--- src/rtl/struct96_pkg.sv ---
// Shared types for the 32-bit-beat to struct96_t record assembler and its consumers.
package struct96_pkg;

    localparam int unsigned WORD_W        = 32;
    localparam int unsigned BEATS_PER_REC = 3;
    localparam int unsigned REC_W         = WORD_W * BEATS_PER_REC;
    localparam int unsigned IDX_W         = 2;

    // Status: m_1 = framing error, m_2 = parity.
    typedef struct packed {
        logic m_1;
        logic m_2;
    } struct_t;

    // Record: m_2 is bit 0, m_1 covers bits [95:1].
    typedef struct packed {
        logic [94:0] m_1;
        logic        m_2;
    } struct96_t;

    typedef enum logic {
        COLLECT = 1'b0,
        DROP    = 1'b1
    } state_e;

endpackage

--- src/rtl/struct96_assembler_if.sv ---
// Beat-input and record-output handshake bundle for struct96_assembler.
interface struct96_assembler_if #(
    parameter int unsigned CNT_W = 8
);

    logic                      in_valid;
    logic                      in_ready;
    logic [31:0]               in_data;
    logic                      in_last;
    logic                      out_valid;
    logic                      out_ready;
    struct96_pkg::struct96_t   out_rec;
    struct96_pkg::struct_t     out_sts;
    logic [CNT_W-1:0]          rec_count;

    modport slave (
        input  in_valid, in_data, in_last, out_ready,
        output in_ready, out_valid, out_rec, out_sts, rec_count
    );

    modport master (
        output in_valid, in_data, in_last, out_ready,
        input  in_ready, out_valid, out_rec, out_sts, rec_count
    );

endinterface

--- src/rtl/struct96_out_reg.sv ---
// Output holding register: record/status with valid/ready and the emitted-record counter.
// Optional parity on out_sts.m_2 is enabled by STRUCT96_ASM_PARITY_EN.
module struct96_out_reg
    import struct96_pkg::*;
#(
    parameter int unsigned CNT_W = 8
) (
    input  logic             clk,
    input  logic             rst,
    input  logic             load,
    input  struct96_t        load_rec,
    input  logic             load_err,
    input  logic             out_ready,
    output logic             out_valid,
    output struct96_t        out_rec,
    output struct_t          out_sts,
    output logic [CNT_W-1:0] rec_count
);

    logic parity_c;
    logic drain_c;

`ifdef STRUCT96_ASM_PARITY_EN
    // Even parity over the 97-bit record+parity total.
    assign parity_c = ^load_rec;
`else
    assign parity_c = 1'b0;
`endif

    assign drain_c = out_valid && out_ready;

    // A load in the same cycle as a drain replaces the record without a bubble.
    always_ff @(posedge clk) begin
        if (rst) begin
            out_valid <= 1'b0;
            out_rec   <= '0;
            out_sts   <= '0;
            rec_count <= '0;
        end else begin
            if (drain_c) begin
                rec_count <= rec_count + CNT_W'(1);
            end
            if (load) begin
                out_valid <= 1'b1;
                out_rec   <= load_rec;
                out_sts   <= '{m_1: load_err, m_2: parity_c};
            end else if (drain_c) begin
                out_valid <= 1'b0;
            end
        end
    end

endmodule

--- src/rtl/struct96_assembler.sv ---
// Assembles 32-bit valid/ready beats into packed struct96_t records with framing status.
// Define STRUCT96_ASM_PARITY_EN to drive even parity on out_sts.m_2.
module struct96_assembler
    import struct96_pkg::*;
#(
    parameter int unsigned CNT_W   = 8,
    parameter logic        PAD_BIT = 1'b0
) (
    input  logic                 clk,
    input  logic                 rst,
    struct96_assembler_if.slave  bus
);

    localparam logic [REC_W-1:0] PAD_FILL = {REC_W{PAD_BIT}};
    localparam logic [IDX_W-1:0] LAST_IDX = IDX_W'(BEATS_PER_REC - 1);

    state_e            state_q, state_d;
    logic [IDX_W-1:0]  beat_idx_q, beat_idx_d;
    logic [REC_W-1:0]  buf_q, buf_d;

    logic              out_free_c;
    logic              completing_c;
    logic              in_ready_c;
    logic              accept_c;
    logic              load_c;
    logic              load_err_c;
    logic [REC_W-1:0]  merged_c;

    always_ff @(posedge clk) begin
        if (rst) begin
            state_q    <= COLLECT;
            beat_idx_q <= '0;
            buf_q      <= PAD_FILL;
        end else begin
            state_q    <= state_d;
            beat_idx_q <= beat_idx_d;
            buf_q      <= buf_d;
        end
    end

    // Next-state, buffer update and handshake decode.
    always_comb begin
        state_d      = state_q;
        beat_idx_d   = beat_idx_q;
        buf_d        = buf_q;
        merged_c     = buf_q;
        load_c       = 1'b0;
        load_err_c   = 1'b0;

        out_free_c   = !bus.out_valid || bus.out_ready;
        completing_c = (state_q == COLLECT) && ((beat_idx_q == LAST_IDX) || bus.in_last);
        // Non-completing beats never wait on the output register.
        in_ready_c   = !rst && (!completing_c || out_free_c);
        accept_c     = bus.in_valid && in_ready_c;

        case (beat_idx_q)
            2'd0:    merged_c[31:0]  = bus.in_data;
            2'd1:    merged_c[63:32] = bus.in_data;
            default: merged_c[95:64] = bus.in_data;
        endcase

        case (state_q)
            COLLECT: begin
                if (accept_c) begin
                    if (completing_c) begin
                        load_c     = 1'b1;
                        // Short (last before idx 2) or long (no last at idx 2) framing.
                        load_err_c = (beat_idx_q != LAST_IDX) || !bus.in_last;
                        beat_idx_d = '0;
                        buf_d      = PAD_FILL;
                        if ((beat_idx_q == LAST_IDX) && !bus.in_last) begin
                            state_d = DROP;
                        end
                    end else begin
                        buf_d      = merged_c;
                        beat_idx_d = beat_idx_q + IDX_W'(1);
                    end
                end
            end
            DROP: begin
                if (accept_c && bus.in_last) begin
                    state_d    = COLLECT;
                    beat_idx_d = '0;
                end
            end
            default: begin
                state_d    = COLLECT;
                beat_idx_d = '0;
                buf_d      = PAD_FILL;
            end
        endcase
    end

    assign bus.in_ready = in_ready_c;

    struct96_out_reg #(
        .CNT_W (CNT_W)
    ) u_out_reg (
        .clk       (clk),
        .rst       (rst),
        .load      (load_c),
        .load_rec  (merged_c),
        .load_err  (load_err_c),
        .out_ready (bus.out_ready),
        .out_valid (bus.out_valid),
        .out_rec   (bus.out_rec),
        .out_sts   (bus.out_sts),
        .rec_count (bus.rec_count)
    );

endmodule

--- src/flat_wrapper.sv ---
// flat-port wrapper written by rule: the top's interface ports become plain ports
module struct96_assembler_flat import struct96_pkg::*;
#(
    parameter int unsigned CNT_W   = 8,
    parameter logic        PAD_BIT = 1'b0
)
  (clk, rst, bus_in_valid, bus_in_data, bus_in_last, bus_out_ready, bus_in_ready, bus_out_valid, bus_out_rec, bus_out_sts, bus_rec_count);
  struct96_assembler_if #(.CNT_W(CNT_W)) bus_i ();
  input  logic clk;
  input  logic rst;
  input wire logic [$bits(bus_i.in_valid)-1:0] bus_in_valid;
  input wire logic [$bits(bus_i.in_data)-1:0] bus_in_data;
  input wire logic [$bits(bus_i.in_last)-1:0] bus_in_last;
  input wire logic [$bits(bus_i.out_ready)-1:0] bus_out_ready;
  output wire logic [$bits(bus_i.in_ready)-1:0] bus_in_ready;
  output wire logic [$bits(bus_i.out_valid)-1:0] bus_out_valid;
  output wire logic [$bits(bus_i.out_rec)-1:0] bus_out_rec;
  output wire logic [$bits(bus_i.out_sts)-1:0] bus_out_sts;
  output wire logic [$bits(bus_i.rec_count)-1:0] bus_rec_count;
  assign bus_i.in_valid = bus_in_valid;
  assign bus_i.in_data = bus_in_data;
  assign bus_i.in_last = bus_in_last;
  assign bus_i.out_ready = bus_out_ready;
  assign bus_in_ready = bus_i.in_ready;
  assign bus_out_valid = bus_i.out_valid;
  assign bus_out_rec = bus_i.out_rec;
  assign bus_out_sts = bus_i.out_sts;
  assign bus_rec_count = bus_i.rec_count;
  struct96_assembler #(.CNT_W(CNT_W), .PAD_BIT(PAD_BIT)) u_core (.clk(clk), .rst(rst), .bus(bus_i));
endmodule
--- config.mk ---
export PLATFORM = sky130hd
export DESIGN_NAME = struct96_assembler_flat
export DESIGN_NICKNAME = d
export VERILOG_FILES = /design/src/rtl/struct96_pkg.sv /design/src/rtl/struct96_assembler_if.sv /design/src/rtl/struct96_out_reg.sv /design/src/rtl/struct96_assembler.sv /design/src/flat_wrapper.sv
export SDC_FILE = /design/constraint.sdc
export NUM_CORES = 1
export LEC_CHECK = 0
export BUFFER_PORTS_ARGS = -buffer_cell sky130_fd_sc_hd__buf_2
export CORE_MARGIN = 1.5
export CORE_UTILIZATION = 50
export DETAILED_ROUTE_END_ITERATION = 16
export PLACE_DENSITY = 0.8
export SETUP_SLACK_MARGIN = 0.1
export SLEW_MARGIN = 20
export SYNTH_ARGS = -nofsm -noshare
export SYNTH_HDL_FRONTEND = slang
export SYNTH_HIERARCHICAL = 1
export SYNTH_SLANG_ARGS = --single-unit
--- constraint.sdc ---
create_clock -name clk -period 1.9 [get_ports clk]
set_clock_uncertainty 0.1 [all_clocks]
set_input_delay 0.38 -clock clk [delete_from_list [all_inputs] [get_ports clk]]
set_output_delay 0.38 -clock clk [all_outputs]
set_load 0.03 [all_outputs]
==> impl_results.md, run 1 <==
- Final wirelength: 20700 um
- All-Layer GR Usage: 23.4%
- Yosys top cell area share: 50.2%
- Most frequent cells in the layout: dfxtp_1, buf_2, nor2_1
- Final hold violations: 0
- GP Congestion: 0.825
- TritonCTS clock tree: yes
- P&R area growth vs syn: 30.6%
- MaxCap Viol Count: 0
- Buffers on Ports: 143
- CTS clk-pin slew, worst paths: 0.06 ns
- Core area: 15900 um^2
- Top_reg_cell synth: dfxtp_1
- Worst VDD drop: 617 uV
- Critical Path Fanout Max: 2
- Largest net degree at the start of global routing: 53
- Post-synthesis sequential area ratio: 50.2%
- Crit path launch type: flip-flop
- Total CTS buffers: 21
- Number of distinct library cells after synthesis: 39
- F_max: 500 MHz
- Failing checks: negative setup slack
- Final Cycle Share: 105%
- Cell Area, Synth: 8170 um^2
- Most common cell after layout, fill and taps aside: dfxtp_1
- Initial antenna violation count: 1
- Number of H-tree levels: 1
- Diode count: 0
- Final core utilization: 67.0%
- Hold Path Class: primary input to flip-flop
- Syn_nets: 754
- CP top delay family: flip-flops
- Die Area: 17100 um^2
- Dpl cells: 1052
- Vias per inst: 5.45
- Clk Tree Root Cell: clkbuf_16
- Leading area contributor after synthesis: dfxtp_1
- Yosys reg bits: 205
- Vias: 6095
- Routed WL per cell: 18.5 um
- Longest Clk Path Bufs: 3
- Cell row count: 46
- Hold path cells: 2
- Synth Area per Inst: 11.5 um^2
- First-pass GRT wire length: 31700 um
- Power Total: 9.63 mW
- Grt total ovfl: 0
- Crit end category: primary output
- Final setup fails: 1
- Residual DRC: 0
- Max incr delay on CP: 0.34 ns
- WP depth: 6
- Critical path type: flip-flop to primary output
- Fillers: 1205
- Critical Path AT: 1.52 ns
- Slowest stage cell, crit path: dfxtp_2
- Area contributors post-synth: dfxtp_1, mux2i_1, a22o_1
- RSZ-0062 raised after global routing: true
- Fin crit period: 2.00 ns
- Pre-antenna DRT Iters: 4
- Yosys synthesis warning count: 6
- Post-synth EDFFs: 0
- Detailed placement HPWL: 12300 um
- Synth Instances: 713
- Detailed Route Iter0 Violations: 356
- Share of cells above drive strength 1: 38.0%
- Clk Latency, worst-skew pair: 0.49 ns
- Leak Pwr: 4.58 nW
- Worst path cell trace: inv_2 > ha_4 > nor2_4 > nor3_4 > nor2_2 > buf_6
- IO Count: 145
- Die W: 131 um
- Share of synthesized registers carrying an async set or reset: 0%
- Status: finished with violations
- WP data required: 1.42 ns
- PD cells: 902 nW/um^2
- Reg2Reg Depth: 9
- Crit path buf inv count: 2
- Worst setup margin: -0.0981 ns
- DRT antenna net count: 0
- Final std cells w/o fill: 1118
- Final #Nets: 931
- CTS sink count: 205
- Worst Tran Pin Value: 0.588 ns
- Vias in the first global route: 6114
- Initial Util: 51.3%
- Slew headroom: 60.8%
- Die Ht: 131 um
- Slew Limit Fails: 0
==> routing by layer <==
| metal | track usage, % | wire (um) | vias up |
|---|---|---|---|
| li1 | - | - | 2904 |
| met1 | 31.4 | 9560 | 2962 |
| met2 | 38.8 | 9550 | 189 |
| met3 | 4.76 | 1180 | 38 |
| met4 | 5.49 | 405 | 2 |
| met5 | 0 | 12 | - |
==> Yosys cell counts, types with 2 or more instances <==
master and n:
mux2i_1 97, buf_1 2, nand3_1 7, buf_4 3, nor2_4 2, dfxtp_1 205, buf_6 13, o21ai_0 3
mux2_2 41, o31ai_1 3, buf_2 28, a22o_1 96, or4_1 3, nor2_1 103, a21oi_1 7, xor2_1 2
ha_1 4, inv_1 5, clkbuf_1 9, nand2_1 7, mux2_1 55
==> kinds of logic after synthesis <==
| group | synth area share [%] |
|---|---|
| multiplexers | 25.1 |
| other | 0.0459 |
| AO/OA/AOI/OAI | 11.9 |
| adder cells (fa/ha/maj) | 0.612 |
| XOR/XNOR | 0.322 |
| AND/OR/NAND/NOR | 7.21 |
| flip-flops | 50.2 |
| buffers and inverters | 4.56 |
==> final cells by class <==
cell class              instances  area (um^2)  share of cell area (%)
multi-input cells             447         3910                    36.6
clock inverters                 9          110                    1.03
flip-flops and latches        205         4110                    38.5
well taps                     216          270                    2.53
inverters                       6         22.5                   0.211
repair buffers                209         1690                    15.8
clock buffers                  26          564                    5.29
==> sequential cells by signal (all words and copies together), names as in the netlist <==
name	flops
u_core/buf_q	96
u_core/u_out_reg/out_rec	96
u_core/u_out_reg/rec_count	8
u_core/beat_idx_q	2
u_core/state_q	1
u_core/u_out_reg/out_sts	1
u_core/u_out_reg/out_valid	1
==> where the power goes <==
part	switching [mW]	internal, mW
sequential	0.0508	4.39
combinational	0.579	0.538
clock	1.69	2.39
total	2.32	7.31
==> worst paths after layout <==
check                           slack [ns]                               from                                         to
worst max-delay path                  -0.1  u_core/beat_idx_q[0]$_SDFFE_PP0P_                               bus_in_ready
worst max register to register        0.01  u_core/beat_idx_q[0]$_SDFFE_PP0P_  u_core/u_out_reg/out_rec[74]$_SDFFE_PP0P_
worst min register to register        0.37      u_core/buf_q[25]$_SDFFE_PP0P_              u_core/buf_q[25]$_SDFFE_PP0P_
worst min-delay path                  0.05                    bus_in_data[20]              u_core/buf_q[84]$_SDFFE_PP0P_
==> worst register-to-register path, stage by stage (launching register included) <==
cell,delay [ns]
dfxtp_2,0.34
inv_2,0.06
buf_6,0.12
ha_4,0.16
nor2_4,0.16
buf_6,0.14
buf_12,0.15
mux2_4,0.31
mux2i_1,0.15
nor2_1,0.06
==> through the flow <==
step / TNS (ns) / area (um^2) / setup WS [ns] / hold WS [ns]
final: -0.0981 / 10700 / -0.0981 / 0.0523
after global routing: -0.349 / 10700 / -0.155 / 0.0466
after CTS: -2.78 / 10300 / -0.114 / 0.0251
after detailed placement: 0 / 9340 / 0.0384 / 0.350
after global placement: 0 / 9340 / 0.0926 / 0.348
after floorplan: 0 / 8210 / 0.103 / 0.335
==> what timing repair did <==
item / CTS / global route
hold buffers: 0 / 0
pin swaps: 6 / 6
buffers inserted: 6 / 19
endpoints found under the setup margin: 83 / 107
cloned: 3 / 4
resized for setup: 30 / 57
Note: power is estimated with default switching activity, not from simulation.
==> run 2: changes to the inputs <==
- PLACE_DENSITY: 0.8 -> 0.78
- clock period: 1.9 -> 2.45 ns (I/O delays scaled with it)
==> run 2 against run 1 <==
Against the previous run:
- count of clock-buffer cells in the layout grew 8
- worst hold slack improved by 0.10 ns
- critical path depth did not move
- utilization fell by 5.3 points
- non-clock buffer count fell by 42
- clock power is 16% lower
- via count fell by 4.2%
- sequential cell count is the same
- the run now ends clean
- power decreased by 22%
- sequential share of layout area increased by 3.2 points
- cell count fell by 3.3%
- sequential power shrank 23%
==> impl_results.md, run 2 (same netlist as run 1, synthesis figures left out) <==
- Status: finished clean (was finished with violations)
- Biggest regs: u_core/buf_q (96), u_core/u_out_reg/out_rec (96), u_core/u_out_reg/rec_count (8) (unchanged)
- MaxCap Viol Count: 0 (unchanged)
- Critical Path AT: 1.68 ns (was 1.52 ns)
- Final setup fails: 0 (was 1)
- Final hold violations: 0 (unchanged)
- DRT antenna net count: 0 (unchanged)
- Power Total: 7.52 mW (was 9.63 mW)
- WP data required: 1.86 ns (was 1.42 ns)
- Largest net degree at the start of global routing: 76 (was 53)
- PD cells: 764 nW/um^2 (was 902 nW/um^2)
- P&R area growth vs syn: 20.4% (was 30.6%)
- Pre-antenna DRT Iters: 4 (unchanged)
- Longest Clk Path Bufs: 3 (unchanged)
- Number of H-tree levels: 1 (unchanged)
- Vias per inst: 5.40 (was 5.45)
- First-pass GRT wire length: 28700 um (was 31700 um)
- Worst Tran Pin Value: 0.927 ns (was 0.588 ns)
- Post-route cell area: 9840 um^2 (was 10700 um^2)
- Initial antenna violation count: 0 (was 1)
- Grt total ovfl: 0 (unchanged)
- IO Count: 145 (unchanged)
- Critical path type: flip-flop to primary output (unchanged)
- Core area: 15900 um^2 (unchanged)
- Crit path launch type: flip-flop (unchanged)
- Critical Path Fanout Max: 4 (was 2)
- Total CTS buffers: 22 (was 21)
- Hold path cells: 2 (unchanged)
- Leak Pwr: 4.23 nW (was 4.58 nW)
- All-Layer GR Usage: 20.9% (was 23.4%)
- Die W: 131 um (unchanged)
- Area after DPL: 9040 um^2 (was 9340 um^2)
- Detailed placement HPWL: 11400 um (was 12300 um)
- Crit end category: primary output (unchanged)
- Vias in the first global route: 5743 (was 6114)
- Clk Tree Root Cell: clkbuf_16 (unchanged)
- Diode count: 0 (unchanged)
- Share of cells above drive strength 1: 29.8% (was 38.0%)
- Final core utilization: 61.7% (was 67.0%)
- RSZ-0062 raised after global routing: true (unchanged)
- Worst VDD drop: 521 uV (was 617 uV)
- Worst setup margin: 0.182 ns (was -0.0981 ns)
- Hold-fix buffers, CTS: 0 (unchanged)
- Routed WL per cell: 17.0 um (was 18.5 um)
- Final Cycle Share: 92.6%
- Buffers on Ports: 143 (unchanged)
- Slew headroom: 37.9% (was 60.8%)
- CTS sink count: 205 (unchanged)
- Setup TNS: 0 ns (was -0.0981 ns)
- Fin crit period: 2.27 ns
- Most frequent cells in the layout: dfxtp_1, buf_2, nor2_1 (unchanged)
- Hold Path Class: primary input to flip-flop (unchanged)
- Initial Util: 51.3% (unchanged)
- Final #Nets: 891 (was 931)
- Final wirelength: 18400 um (was 20700 um)
- GP Congestion: 0.840 (was 0.825)
- CTS clk-pin slew, worst paths: 0.06 ns (about the same)
- Slew Limit Fails: 0 (unchanged)
- Detailed Route Iter0 Violations: 245 (was 356)
- Most common cell after layout, fill and taps aside: dfxtp_1 (unchanged)
- Pre-CTS setup slack: 0.0559 ns (was 0.0384 ns)
- Reg2Reg Depth: 9 (unchanged)
- Vias: 5837 (was 6095)
- Residual DRC: 0 (unchanged)
- TritonCTS clock tree: yes (unchanged)
- Clk Latency, worst-skew pair: 0.49 ns (about the same)
- Die Ht: 131 um (unchanged)
- F_max: 441 MHz
- Fillers: 1311 (was 1205)
- Die Area: 17100 um^2 (unchanged)
- Cell row count: 46 (unchanged)
run 2: cell count changes in the layout (fill, tap and decap cells not counted), moves of 4 or more:
cell	previous run	this run
clkbuf_1	3	7
buf_12	23	3
buf_6	9	2
buf_4	26	21
dfxtp_1	201	205
mux2_4	35	0
mux2_1	20	55
run 2: layer usage:
metal | part of all wire, % | up-vias | wire (um) | GRT usage (%)
met4 | 0.98 | 0 | 180 | 4.07
met1 | 46 | 2827 | 8530 | 27.0
met5 | 0 | - | 0 | 0
met3 | 6.0 | 19 | 1110 | 4.72
met2 | 47 | 140 | 8570 | 36.2
li1 | - | 2851 | - | -
run 2: metrics by stage:
step,hold WS [ns],std cells
6_report,0.152,1081
5_1_grt,0.162,1081
4_1_cts,0.139,1079
3_5_place_dp,0.350,1040
3_3_place_gp,0.349,1040
2_1_floorplan,0.335,713
run 2: report_power, final:
group / leakage, nW / switching, mW / internal (mW)
sequential: 1.66 / 0.0352 / 3.40
clock: 0.371 / 1.27 / 2.15
combinational: 2.20 / 0.394 / 0.259
run 2: final cells by class:
class                           instances  area (um^2)  area share, %
Multi-Input combinational cell        448         3740           38.0
Sequential cell                       205         4100           41.7
Clock inverter                          5          100           1.02
Clock buffer                           34          657           6.68
Inverter                                6         22.5          0.229
Timing Repair Buffer                  167          946           9.61
Tap cell                              216          270           2.75
run 2: final timing paths:
kind                                startpoint                                   endpoint  slack, ns
min reg2reg       u_core/buf_q[6]$_SDFFE_PP0P_               u_core/buf_q[6]$_SDFFE_PP0P_       0.37
max reg2reg  u_core/beat_idx_q[0]$_SDFFE_PP0P_  u_core/u_out_reg/out_rec[76]$_SDFFE_PP0P_       0.18
min                            bus_in_data[21]              u_core/buf_q[85]$_SDFFE_PP0P_       0.15
max          u_core/beat_idx_q[1]$_SDFFE_PP0P_                               bus_in_ready       0.18
run 2: what timing repair did:
item                                    CTS  global route
setup buffers                             0             1
endpoints found under the setup margin    1            16
resized for setup                         2             5
pin swaps                                 0             2
cloned                                    0             1
run 2: worst max-delay path, cell delays in order, from the launching register on:
cell and delay (ns):
dfxtp_1 0.36, ha_2 0.23, nor2_4 0.05, buf_6 0.13, nor3_4 0.17, nor2_1 0.06
buf_4 0.19
==> run 3: changes to the inputs <==
--- a/constraint.sdc
+++ b/constraint.sdc
@@ -4,2 +4,2 @@
 set_output_delay 0.49 -clock clk [all_outputs]
-set_load 0.03 [all_outputs]
+set_load 0.1 [all_outputs]
==> run 3 against run 2 <==
Against the previous run:
- combinational power up 25%
- worst setup slack improved by 0.0079 ns
- power shrank 0.57%
- sequential share of layout area is 0.31 points higher
- maximum frequency grew 0.35%
- via count shrank 0.79%
- largest power group unchanged
- critical path depth is the same
- sequential power about the same
==> impl_results.md, run 3 (same netlist as run 1, synthesis figures left out) <==
- Reg2Reg Depth: 6 (was 9)
- Dpl cells: 1035 (was 1040)
- Proportion of power drawn by combinational gates: 10.9% (was 8.7%)
- Fillers: 1292 (was 1311)
- Pre-antenna DRT Iters: 5 (was 4)
- Crit path launch type: flip-flop (unchanged)
- Critical Path AT: 1.67 ns (was 1.68 ns)
- Switching share of total power: 25.3% (was 22.6%)
- TritonCTS clock tree: yes (unchanged)
- Buffers on Ports: 143 (unchanged)
- HP Start: bus_in_data[6] (was bus_in_data[21])
- Critical path type: flip-flop to primary output (unchanged)
- P&R area growth vs syn: 19.5% (was 20.4%)
- Final std cells w/o fill: 1076 (was 1081)
- Worst VDD drop: 512 uV (was 521 uV)
- WP data required: 1.86 ns (about the same)
- Final setup fails: 0 (unchanged)
- Critical Path Fanout Max: 4 (unchanged)
- GP Congestion: 0.771 (was 0.840)
- Slew Limit Fails: 0 (unchanged)
- Setup slack, reg-to-reg: 0.35 ns (was 0.18 ns)
- Most common cell after layout, fill and taps aside: dfxtp_1 (unchanged)
- Status: finished clean (unchanged)
- Setup TNS: 0 ns (unchanged)
- Die Area: 17100 um^2 (unchanged)
- Number of H-tree levels: 1 (unchanged)
- CTS sink count: 205 (unchanged)
- Final wirelength: 18200 um (was 18400 um)
- Residual DRC: 0 (unchanged)
- Worst Tran Pin Value: 0.606 ns (was 0.927 ns)
- Clk Latency, worst-skew pair: 0.49 ns (about the same)
- Worst path cell trace: inv_1 > ha_2 > nor2_4 > nor3_4 > nor2_4 > buf_12 (was ha_2 > nor2_4 > buf_6 > nor3_4 > nor2_1 > buf_4)
- Largest net degree at the start of global routing: 56 (was 76)
- PD cells: 765 nW/um^2 (was 764 nW/um^2)
- Detailed placement HPWL: 11700 um (was 11400 um)
- Initial Util: 51.3% (unchanged)
- First-pass GRT wire length: 28900 um (was 28700 um)
- DRT antenna net count: 0 (unchanged)
- Initial antenna violation count: 1 (was 0)
- Final #Nets: 885 (was 891)
- Switching pwr: 1.89 mW (was 1.70 mW)
- CTS clk-pin slew, worst paths: 0.06 ns (about the same)
- Diode count: 0 (unchanged)
- Biggest regs: u_core/buf_q (96), u_core/u_out_reg/out_rec (96), u_core/u_out_reg/rec_count (8) (unchanged)
- Final core utilization: 61.3% (was 61.7%)
- Die Ht: 131 um (unchanged)
- F_max: 443 MHz (was 441 MHz)
- RSZ-0062 raised after global routing: false (was true)
- Internal power: 5.59 mW (was 5.82 mW)
- Max incr delay on CP: 0.34 ns (was 0.36 ns)
- Vias: 5791 (was 5837)
- Crit path to: bus_in_ready (unchanged)
- Slew headroom: 59.6% (was 37.9%)
- Seq pwr share: 46.0% (was 45.7%)
- Final hold violations: 0 (unchanged)
- Longest Clk Path Bufs: 3 (unchanged)
- Fin crit period: 2.26 ns (was 2.27 ns)
- Share of cells above drive strength 1: 29.7% (was 29.8%)
- Hold-fix buffers, CTS: 0 (unchanged)
- Critical Path Most Common Cell: nor2_4
- R2r startpoint: u_core/beat_idx_q[0]$_SDFFE_PP0P_ (unchanged)
- Most frequent cells in the layout: dfxtp_1, buf_2, nor2_1 (unchanged)
- Slowest stage cell, crit path: dfxtp_2 (was dfxtp_1)
- Final Cycle Share: 92.2% (was 92.6%)
- Critical path startpoint: u_core/beat_idx_q[0]$_SDFFE_PP0P_ (was u_core/beat_idx_q[1]$_SDFFE_PP0P_)
- Vias in the first global route: 5623 (was 5743)
- Detailed Route Iter0 Violations: 325 (was 245)
- Die W: 131 um (unchanged)
- R2R Path End: u_core/u_out_reg/out_rec[15]$_SDFFE_PP0P_ (was u_core/u_out_reg/out_rec[76]$_SDFFE_PP0P_)
- Leak Pwr: 4.20 nW (was 4.23 nW)
- All-Layer GR Usage: 21.0% (was 20.9%)
- Routed WL per cell: 16.9 um (was 17.0 um)
- Clock share of power: 43.1% (was 45.6%)
- Crit end category: primary output (unchanged)
- Grt total ovfl: 0 (unchanged)
- Hold Path Class: primary input to flip-flop (unchanged)
- IO Count: 145 (unchanged)
- MaxCap Viol Count: 0 (unchanged)
- Power Total: 7.48 mW (was 7.52 mW)
- Total CTS buffers: 22 (unchanged)
- Vias per inst: 5.38 (was 5.40)
- Cell row count: 46 (unchanged)
- Clk Tree Root Cell: clkbuf_16 (unchanged)
- Core area: 15900 um^2 (unchanged)
- Hold path cells: 2 (unchanged)
==> run 3: cell types whose count changed in the layout (fill, tap and decap cells not counted), moves of 2 or more <==
| cell | change |
|---|---|
| clkinv_2 | +3 |
| bufinv_16 | -2 |
| dfxtp_2 | +2 |
| buf_6 | -2 |
| buf_12 | +2 |
| buf_4 | -5 |
| dfxtp_1 | -2 |
==> run 3: worst min path at each step <==
stage / slack [ns] / end
after floorplan: 0.34 / u_core/buf_q[66]$_SDFFE_PP0P_
after global placement: 0.35 / u_core/buf_q[76]$_SDFFE_PP0P_
after detailed placement: 0.35 / u_core/buf_q[87]$_SDFFE_PP0P_
after CTS: 0.14 / u_core/buf_q[70]$_SDFFE_PP0P_
after global routing: 0.16 / u_core/buf_q[91]$_SDFFE_PP0P_
final: 0.16 / u_core/buf_q[70]$_SDFFE_PP0P_
==> run 3: critical path: cells and delay by family (launching register included) <==
| family | cells | cell delay (ns) |
|---|---|---|
| flip-flops | 1 | 0.34 |
| AND/OR/NAND/NOR | 3 | 0.33 |
| adder cells (fa/ha/maj) | 1 | 0.24 |
| buffers and inverters | 2 | 0.26 |
==> run 3: power groups by stage <==
stage	Sequential, mW	Clock (mW)	Combinational [mW]
2_1_floorplan	3.73	0	0.414
3_3_place_gp	3.51	0	0.805
6_report	3.44	3.22	0.816
5_1_grt	3.45	3.41	0.867
3_5_place_dp	3.51	0	0.815
4_1_cts	3.44	3.29	0.820
==> run 3: what timing repair did <==
action	4_1_cts	5_1_grt
resized for setup	2	2
setup endpoints to repair	1	1
cloned	0	0
pin swaps	1	0
buffers inserted	1	0
==> run 3: area by class of cell <==
class                   instances  area [um^2]  area share [%]
well taps                     216          270            2.77
clock buffers                  33          643            6.58
multi-input cells             447         3740            38.2
repair buffers                162          926            9.48
flip-flops and latches        205         4110            42.0
inverters                       6         22.5           0.231
clock inverters                 7         66.3           0.679
==> run 3: stage by stage <==
stage	hold slack, ns	setup WS [ns]	area, um^2
6_report	0.160	0.190	9770
5_1_grt	0.163	0.107	9770
4_1_cts	0.141	0.119	9760
3_5_place_dp	0.353	0.307	9040
3_3_place_gp	0.349	0.333	9040
2_1_floorplan	0.335	0.314	8180
==> run 3: per-layer routing <==
layer  part of all wire, %  track usage (%)
met1                    47             28.3
met2                    45             34.0
met3                   6.1             4.80
met4                   1.8             5.95
met5                 0.039                0
